### config.mk
export PLATFORM = sky130hd
export DESIGN_NAME = chess_clock_timer
export DESIGN_NICKNAME = d
export VERILOG_FILES = /design/src/rtl/chess_clock_timer.sv
export SDC_FILE = /design/constraint.sdc
export NUM_CORES = 1
export LEC_CHECK = 0
export BUFFER_PORTS_ARGS = -buffer_cell sky130_fd_sc_hd__buf_2
export CORE_ASPECT_RATIO = 1.1
export CORE_MARGIN = 2
export CORE_UTILIZATION = 67
export DETAILED_ROUTE_END_ITERATION = 8
export PLACE_DENSITY_LB_ADDON = 0.2
export SLEW_MARGIN = 30
export SYNTH_ARGS = -nofsm -noshare
export SYNTH_HDL_FRONTEND = slang
export SYNTH_SLANG_ARGS = --single-unit
### constraint.sdc
create_clock -name i_clk -period 8.8 [get_ports i_clk]
set_clock_uncertainty 0.1 [all_clocks]
set_input_delay 0.44 -clock i_clk [delete_from_list [all_inputs] [get_ports i_clk]]
set_output_delay 0.44 -clock i_clk [all_outputs]
set_load 0.05 [all_outputs]
### src/rtl/chess_clock_timer.sv
// Per-player BCD MM:SS countdown timer with a one-second prescaler and a Fischer increment.
// Paused/running control comes from the chess clock FSM; o_zero feeds back to it.
module chess_clock_timer #(
    parameter int unsigned TICK_DIV  = 100_000_000,
    parameter int unsigned START_MIN = 5,
    parameter int unsigned START_SEC = 0,
    parameter int unsigned INC_SEC   = 0
) (
    input  logic       i_clk,
    input  logic       i_rst_n,
    input  logic       i_restart,
    input  logic       i_stop,
    output logic       o_zero,
    output logic       o_running,
    output logic       o_tick,
    output logic [3:0] o_min_tens,
    output logic [3:0] o_min_ones,
    output logic [3:0] o_sec_tens,
    output logic [3:0] o_sec_ones
);

    localparam int unsigned    PW       = $clog2(TICK_DIV);
    localparam logic [PW-1:0]  PreMax   = PW'(TICK_DIV - 1);
    localparam int unsigned    CW       = $clog2(INC_SEC + 2);
    localparam logic [CW-1:0]  IncLast  = CW'((INC_SEC > 0) ? (INC_SEC - 1) : 0);
    localparam bit             HasInc   = (INC_SEC > 0);
    localparam logic [15:0]    StartBcd = {4'(START_MIN / 10), 4'(START_MIN % 10),
                                           4'(START_SEC / 10), 4'(START_SEC % 10)};
    localparam logic [15:0]    MaxBcd   = 16'h9959;

    typedef enum logic [1:0] {StPaused, StRunning, StAdd, StExpired} state_e;

    state_e          r_state, w_state_d;
    logic [PW-1:0]   r_pre, w_pre_d;
    logic [CW-1:0]   r_cnt, w_cnt_d;
    logic [15:0]     r_time, w_time_d;
    logic            r_zero, r_running, r_tick;
    logic            w_tick_d;
    logic [15:0]     w_dec, w_inc;

    // Digits packed as {min_tens, min_ones, sec_tens, sec_ones}.
    function automatic logic [15:0] bcd_dec(input logic [15:0] t);
        logic [3:0] mt, mo, st, so;
        {mt, mo, st, so} = t;
        if (so != 4'd0) begin
            so = so - 4'd1;
        end else begin
            so = 4'd9;
            if (st != 4'd0) begin
                st = st - 4'd1;
            end else begin
                st = 4'd5;
                if (mo != 4'd0) begin
                    mo = mo - 4'd1;
                end else begin
                    mo = 4'd9;
                    mt = (mt != 4'd0) ? mt - 4'd1 : 4'd9;
                end
            end
        end
        return {mt, mo, st, so};
    endfunction

    // Saturating at 99:59 keeps every digit inside its legal range.
    function automatic logic [15:0] bcd_inc(input logic [15:0] t);
        logic [3:0] mt, mo, st, so;
        {mt, mo, st, so} = t;
        if (t == MaxBcd) begin
            return t;
        end
        if (so != 4'd9) begin
            so = so + 4'd1;
        end else begin
            so = 4'd0;
            if (st != 4'd5) begin
                st = st + 4'd1;
            end else begin
                st = 4'd0;
                if (mo != 4'd9) begin
                    mo = mo + 4'd1;
                end else begin
                    mo = 4'd0;
                    mt = mt + 4'd1;
                end
            end
        end
        return {mt, mo, st, so};
    endfunction

    assign w_dec = bcd_dec(r_time);
    assign w_inc = bcd_inc(r_time);

    always_comb begin
        w_state_d = r_state;
        w_pre_d   = r_pre;
        w_cnt_d   = r_cnt;
        w_time_d  = r_time;
        w_tick_d  = 1'b0;
        if (i_restart) begin
            w_state_d = StPaused;
            w_pre_d   = '0;
            w_cnt_d   = '0;
            w_time_d  = StartBcd;
        end else begin
            unique case (r_state)
                StPaused: begin
                    if (!i_stop) begin
                        w_state_d = (r_time == 16'h0000) ? StExpired : StRunning;
                    end
                end
                StRunning: begin
                    // Stop beats the terminal count; the prescaler stays at PreMax.
                    if (i_stop) begin
                        w_state_d = HasInc ? StAdd : StPaused;
                    end else if (r_pre == PreMax) begin
                        w_pre_d  = '0;
                        w_time_d = w_dec;
                        w_tick_d = 1'b1;
                        if (w_dec == 16'h0000) begin
                            w_state_d = StExpired;
                        end
                    end else begin
                        w_pre_d = r_pre + 1'b1;
                    end
                end
                StAdd: begin
                    w_time_d = w_inc;
                    if (r_time == MaxBcd || w_inc == MaxBcd || r_cnt == IncLast) begin
                        w_state_d = StPaused;
                        w_cnt_d   = '0;
                    end else begin
                        w_cnt_d = r_cnt + 1'b1;
                    end
                end
                StExpired: begin
                end
                default: begin
                    w_state_d = StPaused;
                end
            endcase
        end
    end

    always_ff @(posedge i_clk or negedge i_rst_n) begin
        if (!i_rst_n) begin
            r_state   <= StPaused;
            r_pre     <= '0;
            r_cnt     <= '0;
            r_time    <= StartBcd;
            r_zero    <= (StartBcd == 16'h0000);
            r_running <= 1'b0;
            r_tick    <= 1'b0;
        end else begin
            r_state   <= w_state_d;
            r_pre     <= w_pre_d;
            r_cnt     <= w_cnt_d;
            r_time    <= w_time_d;
            r_zero    <= (w_time_d == 16'h0000);
            r_running <= (w_state_d == StRunning);
            r_tick    <= w_tick_d;
        end
    end

    assign o_zero     = r_zero;
    assign o_running  = r_running;
    assign o_tick     = r_tick;
    assign o_min_tens = r_time[15:12];
    assign o_min_ones = r_time[11:8];
    assign o_sec_tens = r_time[7:4];
    assign o_sec_ones = r_time[3:0];

endmodule

==> After elaboration in Yosys (flattened, before gate mapping) <==
Cells that the tools add are included.
{ "classes": {"n_addsub": 10, "n_eq_ne": 10, "mux": 45, "bitwise": 1, "reduce_logical": 13} }
{ "op_table": {"columns": ["cell", "count"], "rows": [
  ["2-to-1 mux 27 bit", 4],
  ["2-to-1 mux 16 bit", 5],
  ["2-to-1 mux 4 bit", 19],
  ["zero test 16 bit", 3],
  ["equality test 16 bit (second input constant)", 2],
  ["one-hot mux 16 bit (2 select lines)", 1],
  ["adder 27 x 1 -> 27 bit (second input constant)", 1],
  ["equality test 27 bit (second input constant)", 1],
  ["adder 4 x 1 -> 4 bit (second input constant)", 4],
  ["nonzero test 4 bit", 4],
  ["subtractor 4 x 1 -> 4 bit (second input constant)", 4],
  ["2-to-1 mux 2 bit", 7],
  ["2-to-1 mux 1 bit", 8],
  ["inequality test 4 bit (second input constant)", 2],
  ["one-hot mux 2 bit (3 select lines)", 1],
  ["equality test 2 x 1 -> 1 bit (second input constant)", 2],
  ["inequality test 4 x 3 -> 1 bit (second input constant)", 1],
  ["nonzero test 2 bit", 2],
  ["equality test 2 bit (second input constant)", 1],
  ["zero test 2 bit", 1],
  ["logical OR 1 bit", 2],
  ["inequality test 2 bit (second input constant)", 1],
  ["AND reduction 2 bit", 1],
  ["adder 1 bit (second input constant)", 1],
  ["NOT 1 bit", 1]
]} }
{ "word_totals": {"reg_bits": 49, "in_bits": 4, "output_inout_bits": 19, "elab_cells": 86} }

==> Logic depth before layout (Yosys ltp) <==
{ "depth": {"depth_word": 12, "depth_mapped": 11, "depth_no_buf": 10} }

==> Worst setup path before layout <==
OpenSTA, ideal clock, no wires.
{ "synth_timing": {"kind": "register -> register", "from": "reg r_time[0]", "to": "reg r_zero, in the netlist o_zero", "arrival_ps": 2980, "t_required_ps": 8604, "path_slack_ps": 5625, "path_stages_with_launch": 11, "period_less_slack_ps": 3175, "cell_sequence": "dfrtp_1 -> buf_2 -> nor4bb_1 -> buf_2 -> nand3_1 -> o21ai_0 -> nand3_1 -> o21a_1 -> or4_1 -> or4_1 -> nor4_2"} }
{ "synth_via": {"elab_chain_len": 7, "word_cells_on_any_way": 21, "cone_classes": "2 x add/sub; 2 x eq/ne; 15 x mux; 2 x reduce/logical"} }
{ "synth_rtl": {"columns": ["item", "line", "source"], "rows": [
  ["start: declaration", "36", "logic [15:0] r_time, w_time_d;"],
  ["start signal: assignment", "149", "r_time <= StartBcd;"],
  ["start signal: assignment", "157", "r_time <= w_time_d;"],
  ["nonzero test 4 bit", "45", "if (so != 4'd0) begin"],
  ["2-to-1 mux 4 bit", "45", null],
  ["2-to-1 mux 16 bit", "115", "end else if (r_pre == PreMax) begin"],
  ["2-to-1 mux 16 bit", "113", "if (i_stop) begin"],
  ["one-hot mux 16 bit (2 select lines) *", "105", "unique case (r_state)"],
  ["2-to-1 mux 16 bit *", "99", "if (i_restart) begin"],
  ["named net w_time_d[7]", "36", null],
  ["zero test 16 bit *", "158", "r_zero <= (w_time_d == 16'h0000);"],
  ["end signal: assignment", "150", "r_zero <= (StartBcd == 16'h0000);"],
  ["end signal: assignment", "158", null],
  ["end: declaration", "37", "logic r_zero, r_running, r_tick;"]
]} }
Mark *: on every way through the listed nets, which the timed path passes. The rest lies on a longest branch. The select of a mux whose other input is x is not followed.
A chain may end at the register's enable or synchronous reset.

==> Final worst setup path <==
{ "layout_timing": {"from": "reg r_state[1]", "to": "reg r_zero, in the netlist o_zero"} }
{ "layout_via": {"elab_chain_len": 4, "word_cells_on_any_way": 5, "cone_classes": "2 x eq/ne; 2 x mux; 1 x reduce/logical"} }
{ "layout_rtl": {"columns": ["item", "line", "source"], "rows": [
  ["start: declaration", "33", "state_e r_state, w_state_d;"],
  ["start signal: assignment", "146", "r_state <= StPaused;"],
  ["start signal: assignment", "154", "r_state <= w_state_d;"],
  ["equality test 2 bit / equality test 2 x 1 -> 1 bit (equally long branches)", "105", null],
  ["one-hot mux 16 bit (2 select lines) *", "105", null],
  ["2-to-1 mux 16 bit *", "99", null],
  ["named net w_time_d[7]", "36", null],
  ["zero test 16 bit *", "158", null]
]} }
Mark *: on every way through the listed nets, which the timed path passes. The rest lies on a longest branch.

==> metrics <==
sinks on the clock net 49; layout cell share with drive strength beyond 1 0.117; CP Launch Type register; worst reg2reg setup slack 5.15 ns; maximum resistive drop on vdd 0.109 mV; Post-Layout Cell Count 552; number of diodes added for antenna fixing 0; worst path arrival time 3.78 ns; highest attainable clock frequency 274 MHz; setup tns final 0 ns; leakage 1.55 nW; area growth from synthesis to layout 3.51%; routed wire length 10,400 um; global-route wire length before repair 17,400 um; starting density of the core 0.702; Final Cycle Share 0.415; post-place instance area 3850 um^2; Avg Inst Size Synth 7.99 um^2; overflow left after global routing 0; final critical delay including setup and external delays 3.65 ns; number of global-route vias before repair 3,550; DR vias/cell 6.76; netlist area before placement 3810 um^2; most common cell after layout, fill and taps aside nor2_1; Final Setup Violations 0; clock slew at reported path FFs 0.10 ns; quantity of I/O buffers inserted on ports 22; launch point of the worst reg-to-reg path r_state[1]; transition time at the pin with the least slew margin 0.689 ns; CTS tree yes; CTS max path bufs 2; clock network latency to the later pin of the worst-skew pair 0.31 ns; DRC violations left 0; Total GRT Usage 0.336; largest fanout of any net on the critical path 21; class of the most critical hold timing path primary input to asynchronous set/reset pin; Nets 489; Max Slew Vio Count 0; Top FF cell, synth dfrtp_1; level count of the clock H-tree 2; number of cell rows 28; Floorplan Core Area 5430 um^2; floorplan die height 83.1 um; Post-Layout Inst Area 3950 um^2; Post-Place Cells 544; EDFF count, synth 0; pin count of the biggest net entering global routing 50; post-detailed-route count of antenna-violating nets 0; max_cap viols 0; total half-perimeter wirelength after legalization and detailed placement 7590 um; Cell variety after synth 71; Die W 75.9 um; Setup Fix Bufs, Post-CTS 0; worst setup path startpoint r_state[1]; syn_nets 490; Pwr Density 157 nW/um^2; post-cts gate resize count 0; synthesis warning total 0; number of placed I/O pins 23; final number of hold-violating endpoints 0; Max-Slew Margin vs Limit 0.541; worst hold-check slack 0.120 ns; slack of the critical path 5.15 ns; final RePlAce weighted congestion 0.991; count of routing violations after the opening detailed-route iteration 323; wire per inst 18.8 um; fraction of synthesis flops using an asynchronous set or reset pin 1.00; number of detailed-routing iterations run before antenna repair 5; flip-flop and latch count after synthesis 49; sequential area share after synthesis 0.322; reg2reg end o_zero; setup repair after global routing missed its margin false; CTS Hold Buffers Added 0; via count 3,730; cts bufs inserted 5; gate count after technology mapping 477; sort of element at the end of the critical path register; clk root buf clkbuf_8; most frequent cells in the layout nor2_1 (53), dfrtp_1 (47), nand2_1 (39); die area 6310 um^2; worst slack after detailed placement 5.24 ns; Worst Setup EP o_zero; power consumption 621 uW; outcome finished, final reports clean; number of antenna violations at the first check in global routing 0; Data required, critical path 8.93 ns; cell depth of the worst flop-to-flop path 10; type of the worst setup path register to register; share of the core filled with cells in the final layout 0.727
==> worst min-delay path by stage <==
stage	start	endpoint	depth (start not counted)
after floorplan	i_rst_n	o_running	0
after global placement	r_pre[22]	r_pre[22]	1
after detailed placement	r_pre[22]	r_pre[22]	1
after CTS	i_rst_n	r_time[3]	2
after global routing	i_rst_n	r_time[3]	2
final	i_rst_n	r_time[3]	2
==> per-layer routing <==
layer  global-route usage  vias up  wire length, um
li1                     -     1768                -
met1                0.416     1750             4170
met2                0.591      172             5100
met3               0.0424       40              635
met4                0.145        0              470
met5                    0        -                0
==> power breakdown <==
part	switching, mW	internal, mW
combinational	0.150	0.0578
sequential	0.0301	0.242
clock	0.0834	0.0581
==> cells in the mapped netlist (7+ instances only) <==
library cell	instances	area, um^2
o21ai_0	35	175
clkbuf_1	21	78.8
nor2b_1	7	43.8
inv_1	15	56.3
a31oi_1	7	43.8
ha_1	9	113
nand3_1	29	145
dfrtp_1	47	1180
o22ai_1	7	43.8
mux2i_1	7	70.1
nor4_1	10	62.6
nand4_1	16	100
nor2_1	54	203
nand2_1	39	146
nor3_1	19	95.1
a21oi_1	25	125
or3_1	10	62.6
==> sequential cells by signal (all words and copies together), names as in the netlist <==
name / cells
r_state: 2
r_pre: 27
o_zero: 1
r_time: 16
r_cnt: 1
o_tick: 1
o_running: 1
==> cells by family (layout without fill, tap and decap cells) <==
logic type | count (synthesis) | in the layout | synth area share
xor gates and xnor gates | 11 | 11 | 0.0253
and+or+nand+nor | 234 | 234 | 0.336
DFF | 49 | 49 | 0.322
buffers and inverters | 48 | 48 | 0.0660
muxes | 10 | 10 | 0.0272
adders and majority gates | 9 | 9 | 0.0295
AOI/OAI and AO/OA | 116 | 116 | 0.194
==> cell type report <==
class / count / area [um^2]
clock inverters: 3 / 25.0
inverters: 15 / 56.3
clock buffers: 5 / 68.8
well taps: 75 / 93.8
repair buffers: 25 / 133
flip-flops and latches: 49 / 1230
fillers: 461 / 1480
multi-input cells: 380 / 2340
==> worst max-delay path, cell delays in order (launching register included) <==
cell	delay, ns
dfrtp_1	0.42
inv_1	0.10
ha_1	0.57
inv_1	0.51
o21ai_0	0.14
o21ai_0	0.17
nand3_1	0.09
o21a_1	0.22
or4_1	0.51
or4_1	0.52
nor4_2	0.21
(Power assumes the default switching activity.)
